$ cat config.mk
export PLATFORM = sky130hd
export DESIGN_NAME = rr_arbiter_4
export DESIGN_NICKNAME = d
export VERILOG_FILES = /design/src/rtl/rr_arbiter_4.sv
export SDC_FILE = /design/constraint.sdc
export NUM_CORES = 1
export LEC_CHECK = 0
export ABC_CLOCK_PERIOD_IN_PS = 2000
export CAP_MARGIN = 10
export CORE_ASPECT_RATIO = 1.25
export CORE_MARGIN = 2
export CORE_UTILIZATION = 48
export CTS_CLUSTER_SIZE = 20
export DETAILED_ROUTE_END_ITERATION = 6
export PLACE_DENSITY = 0.8
export SYNTH_ARGS = -nofsm -noshare
export SYNTH_HDL_FRONTEND = slang
export SYNTH_SLANG_ARGS = --single-unit
$ cat constraint.sdc
create_clock -name clk -period 2 [get_ports clk]
set_input_delay 0.3 -clock clk [delete_from_list [all_inputs] [get_ports clk]]
set_output_delay 0.3 -clock clk [all_outputs]
set_load 0.1 [all_outputs]
$ cat src/rtl/rr_arbiter_4.sv
// rr_arbiter_4: four-requester round-robin arbiter with a one-hot grant,
// grant hold while the owner keeps requesting, and bounded tenure under
// contention (forced rotation after MAX_HOLD cycles).
module rr_arbiter_4 #(
    parameter int unsigned MAX_HOLD = 8   // legal range 2..255
) (
    input  logic       clk,
    input  logic       reset,
    input  logic [3:0] req,
    output logic [3:0] grant,
    output logic [1:0] grant_idx,
    output logic       busy
);

    localparam logic [0:0] ST_IDLE = 1'b0;
    localparam logic [0:0] ST_OWN  = 1'b1;

    // Last tenure count before a contended owner must give way.
    localparam logic [7:0] HOLD_LAST = 8'(MAX_HOLD - 1);

    logic [0:0] state_q,     state_d;
    logic [3:0] grant_q,     grant_d;
    logic [1:0] grant_idx_q, grant_idx_d;
    logic [1:0] last_idx_q,  last_idx_d;
    logic [7:0] hold_cnt_q,  hold_cnt_d;

    logic [3:0] search_mask;
    logic [1:0] cand_idx;
    logic [1:0] win_idx;
    logic       win_found;

    // Same mapping as the team's 2-to-4 decoder.
    function automatic logic [3:0] decode_2to4(input logic [1:0] idx);
        return 4'b0001 << idx;
    endfunction

    // Round-robin search from last_idx+1; the current owner is masked out
    // while a grant is held, so it can only win through the IDLE path.
    always_comb begin
        // NOTE: every always_comb output gets a default first so no path
        // leaves it unassigned and no latch is inferred.
        search_mask = (state_q == ST_OWN) ? (req & ~decode_2to4(grant_idx_q)) : req;
        cand_idx    = last_idx_q;
        win_idx     = last_idx_q;
        win_found   = 1'b0;
        for (int k = 1; k <= 4; k++) begin
            cand_idx = last_idx_q + 2'(k);
            if (!win_found && search_mask[cand_idx]) begin
                win_idx   = cand_idx;
                win_found = 1'b1;
            end
        end
    end

    // Next-state logic: IDLE/OWN transitions, handover and tenure counting.
    always_comb begin
        state_d     = state_q;
        grant_idx_d = grant_idx_q;
        last_idx_d  = last_idx_q;
        hold_cnt_d  = hold_cnt_q;

        if (state_q == ST_IDLE) begin
            if (win_found) begin
                state_d     = ST_OWN;
                grant_idx_d = win_idx;
                last_idx_d  = win_idx;
                hold_cnt_d  = 8'd0;
            end
        end else begin
            if (!req[grant_idx_q]) begin
                // Release: hand straight over (no idle gap) or go idle.
                if (win_found) begin
                    grant_idx_d = win_idx;
                    last_idx_d  = win_idx;
                end else begin
                    state_d = ST_IDLE;
                end
                hold_cnt_d = 8'd0;
            end else if (hold_cnt_q == HOLD_LAST && win_found) begin
                // Tenure expired with someone waiting: forced rotation.
                grant_idx_d = win_idx;
                last_idx_d  = win_idx;
                hold_cnt_d  = 8'd0;
            end else if (hold_cnt_q != HOLD_LAST) begin
                // Saturate instead of wrapping when nobody else is waiting.
                hold_cnt_d = hold_cnt_q + 8'd1;
            end
        end

        grant_d = (state_d == ST_OWN) ? decode_2to4(grant_idx_d) : 4'b0000;
    end

    // State and output registers with synchronous reset.
    always_ff @(posedge clk) begin
        // NOTE: sequential state uses non-blocking assignments so every flop
        // samples the pre-edge values regardless of statement order.
        if (reset) begin
            state_q     <= ST_IDLE;
            grant_q     <= 4'b0000;
            grant_idx_q <= 2'b00;
            last_idx_q  <= 2'b11;   // requester 0 first after reset
            hold_cnt_q  <= 8'd0;
        end else begin
            state_q     <= state_d;
            grant_q     <= grant_d;
            grant_idx_q <= grant_idx_d;
            last_idx_q  <= last_idx_d;
            hold_cnt_q  <= hold_cnt_d;
        end
    end

    assign grant     = grant_q;
    assign grant_idx = grant_idx_q;
    assign busy      = (state_q == ST_OWN);

endmodule
==> summary by stage <==
Power
The power spent charging and discharging nets is 0.639 mW. The worst-case IR drop observed on VDD is 1.07 mV. The leakage power of the design is 0.603 nW.

The fraction of power spent switching nets is 0.457. The part of the power in registers is 0.316. The clock power share is 0.139. The power per cell area is 959 nW/um^2. The cell internal power dissipation is 0.758 mW.

The combinational share of power is 0.545. The total power draw is 1.40 mW.

Critical path
The largest stage delay on the critical path is 0.42 ns. The worst register-to-register path begins at hold_cnt_q[0]. The family with the most delay on the worst path is buffers and inverters. The start point of the critical path is req[2]. The endpoint of the worst register-to-register path is grant_idx[0]. For this design, the slowest cell found on the critical path is clkdlybuf4s50_1.

The category of the worst setup path capture point is a register. Measured in cells, the most critical reg-to-reg path has a length of 10. The kind of start point of the critical path is a primary input. The largest fanout of any net on the critical path is 5. STA puts the critical path data required time at 2.20 ns.

Counting both buffers and inverters, the worst setup path holds a total of 5. Data arrives at the worst endpoint at 2.16 ns. The signal on the critical path passes through clkdlybuf4s50_1 > buf_4 > mux2_2 > o21ai_4 > a22oi_2 > buf_4 > buf_4 > buf_4 > o21ai_0 > nor2_1.

The classification of the worst setup path is in -> reg. The logic depth of the worst setup path including buffers is 10. In this run the worst setup path terminates at grant_idx[0]. For flop-to-flop paths, the worst setup slack is 0.03 ns. The cell that appears most often on the critical path is buf_4.

Clock tree
TritonCTS built the clock tree. The number of H-tree levels is 1. For this design, the CTS-stage hold fixing added 0 buffers. The clock-pin slew of the registers on the worst-case setup and hold paths is 0.11 ns. The number of clock buffers added by TritonCTS is 3. No sink is reached through more buffers than the 2 on the longest clock path. The insertion delay to the later sink of the worst-skew pair is 0.30 ns. The clock tree root driver cell is clkbuf_4. The clock drives 17 sinks.

STA
Dividing the final minimum period by the clock period gives 0.984. The worst max-slew margin expressed relative to the limit is 0.723. Setup violations remaining at the end of the flow were counted as 0.

The clock period minus final worst setup slack is 1.97 ns. The transition time at the pin with the least slew margin is 0.414 ns. Static timing analysis puts the maximum clock frequency at 0.508 GHz.

The setup slack after layout is 0.0325 ns. The count of endpoints failing hold in the final timing report was 0. The count of final max-slew check failures was 0. Clock skew on the completed layout was measured at 0.0117 ns. On the final layout, the worst hold slack is 0.515 ns. Adding up every negative setup slack in the final design gives 0 ns.

Die
Measured along the y axis, the die boundary spans 55.9 um. The initial utilization of the core area, before any placement, comes to 0.516. The die is 45.5 um wide.

The standard cell core area is 2000 um^2. For this design the top-level I/O count stands at 13. The placement row count is 18. The die covers 2550 um^2.

Placement
Once detailed placement completed, the half-perimeter wirelength came to 2080 um. The number of cells in the design after placement is 173. At the end of routability-driven placement, the weighted congestion stood at 0.889. The total of buffers placed on input and output ports is 12.

At the placement stage, the worst setup path has a slack of -0.246 ns.

GRT
The first-pass GRT wire length is 4530 um. The initial antenna violation count came to 0. The via count of the first global-routing pass is 1027. Across every metal layer, demand over resource in global routing totals 0.235. The global route total overflow is 0. The maximum number of pins on one net before global-route repair is 13.

Detailed routing
After detailed routing, the average wire length per cell comes to 15.7 um. In the routed design, unresolved DRC markers number 0. The detailed-routing iteration count for the pre-antenna-repair pass is 4. The antenna violation net count after detailed routing is 0.

The detailed router finished its first iteration with 17 violations. After detailed routing, the total wire length is 2860 um. The total met2 wirelength after detailed routing is 1570 um.

After detailed routing, the met3 layer carries 71 um of wire. The post-detailed-route via-to-cell ratio is 6.04. After detailed routing, no signal wire sits above met4. After detailed routing, the wire length on met1 is 1160 um. The routed via count is 1099.

Yosys
The number of enable flip-flop cells after synthesis is 0. The synthesized instance count is 121. The sequential area share after synthesis is 0.329. The number of different library cells used by synthesis comes to 46. The Yosys warning count is 0.

The number of register bits inferred by synthesis is 17. For this run, the leading register cell type out of synthesis is dfxtp_1. The combined area of all synthesized cells is 1030 um^2. For this run, asynchronously set or reset flops after synthesis account for 0. The number of nets in the synthesized netlist is 128. Summed over all instances, the cell type with the most area after synthesis is dfxtp_1. The portion of synthesized cell area occupied by the leading cell type is 0.329. Ranked by total cell area, the synthesized netlist is headed by dfxtp_1 33%, nor2_1 6.9%, mux2i_1 4.8%. The synthesized area divided by synthesized cell count is 8.55 um^2.

Worst hold path
The path category of the worst min-delay check is reg -> reg. The launch point of the worst hold path is hold_cnt_q[7].

Final layout
The layout filler cell count is 150. Leaving out filler cells and counting taps, the final layout contains 182. The number of nets in the layout is 170. The repair_antennas step left the layout with diodes totalling 0. Relative to the synthesized area, the layout overhead comes to 40.8%. The fraction of final layout cells with drive strength greater than 1 is 0.383.

Outcome
The flow ran to the end, and the final reports show no timing, DRC or antenna violations.

Run
Across the run, the number of max-cap violations was 0.
cell type report:
| cell class | count | area, um^2 | area share |
|---|---|---|---|
| Multi-Input combinational cell | 99 | 724 | 0.497 |
| Tap cell | 20 | 25.0 | 0.0172 |
| Sequential cell | 17 | 354 | 0.243 |
| Timing Repair Buffer | 40 | 318 | 0.218 |
| Clock buffer | 3 | 22.5 | 0.0155 |
| Clock inverter | 1 | 5.00 | 0.00344 |
| Inverter | 2 | 7.51 | 0.00515 |
sequential cells by signal, indices dropped and copies added (netlist names):
| signal | flops |
|---|---|
| last_idx_q | 2 |
| busy | 1 |
| hold_cnt_q | 8 |
| grant_idx | 2 |
| grant | 4 |
cell usage after synthesis (2+ instances only):
library cell	n
nor2_1	19
dfxtp_1	17
nand2_1	7
mux2i_1	5
nand3_1	5
o31ai_1	5
xor2_1	5
a21o_1	3
o21ai_0	3
o21ai_1	3
a21oi_1	2
a22o_1	2
and3_1	2
and3b_1	2
buf_2	2
inv_1	2
nand3b_1	2
nand4_1	2
nor2b_1	2
o211ai_1	2
o21a_1	2
o22ai_1	2
or2_2	2
cell families (layout without fill, tap and decap cells):
| kind of cell | after synthesis | count (layout) | share of synthesized area |
|---|---|---|---|
| AO/OA/AOI/OAI | 33 | 33 | 0.239 |
| adder cells (fa/ha/maj) | 1 | 1 | 0.0121 |
| AND/OR/NAND/NOR | 53 | 53 | 0.276 |
| XOR/XNOR | 5 | 5 | 0.0423 |
| flip-flops | 17 | 17 | 0.329 |
| buffers and inverters | 5 | 46 | 0.0206 |
| multiplexers | 7 | 7 | 0.0810 |
stage by stage:
| step | area (um^2) | util |
|---|---|---|
| after floorplan | 1050 | - |
| after global placement | 1330 | 0.665 |
| after detailed placement | 1330 | 0.665 |
| after CTS | 1380 | 0.689 |
| after global routing | 1460 | 0.727 |
| final | 1460 | 0.727 |
how the worst min path moves through the flow:
| stage | endpoint | slack [ns] | depth (start not counted) |
|---|---|---|---|
| global route | hold_cnt_q[7] | 0.55 | 2 |
| detailed placement | hold_cnt_q[7] | 0.50 | 2 |
| floorplan | busy | 0.36 | 1 |
| CTS | hold_cnt_q[7] | 0.51 | 2 |
| global placement | hold_cnt_q[7] | 0.47 | 2 |
| finish | hold_cnt_q[7] | 0.52 | 2 |
placed cells by master, fill, tap and decap left out, types with 3 or more instances in the layout:
cell             count
buf_4               35
nor2_1              19
dfxtp_1             12
nand2_1              7
xor2_1               5
nand3_1              4
o31ai_1              4
mux2i_1              3
a21o_1               3
o21ai_0              3
dfxtp_4              3
clkbuf_4             3
clkdlybuf4s50_1      3
timing repair:
action	in CTS	in global routing
buffers inserted	2	3
endpoints found under the setup margin	3	12
gates resized for setup	1	14
pin swaps	1	3
layer usage:
| layer | global-route usage | vias up |
|---|---|---|
| li1 | - | 537 |
| met1 | 0.273 | 525 |
| met2 | 0.394 | 31 |
| met3 | 0.0325 | 6 |
| met4 | 0.126 | 0 |
| met5 | 0 | - |
power groups by stage:
stage	clock [mW]	sequential, mW	combinational (mW)
after floorplan	0	0.648	0.279
after global placement	0	0.447	0.667
after detailed placement	0	0.447	0.684
after CTS	0.196	0.439	0.713
after global routing	0.213	0.450	0.805
final	0.194	0.442	0.761
worst register-to-register path: stages (launching register included):
cell and delay [ns]:
dfxtp_2 0.35, ha_2 0.19, nor4b_2 0.19, buf_4 0.16
nand3_2 0.10, a22oi_2 0.33, buf_4 0.18, buf_4 0.09
buf_4 0.09, o21ai_0 0.08, nor2_1 0.12
No activity file was read; power rests on OpenSTA's default activity.
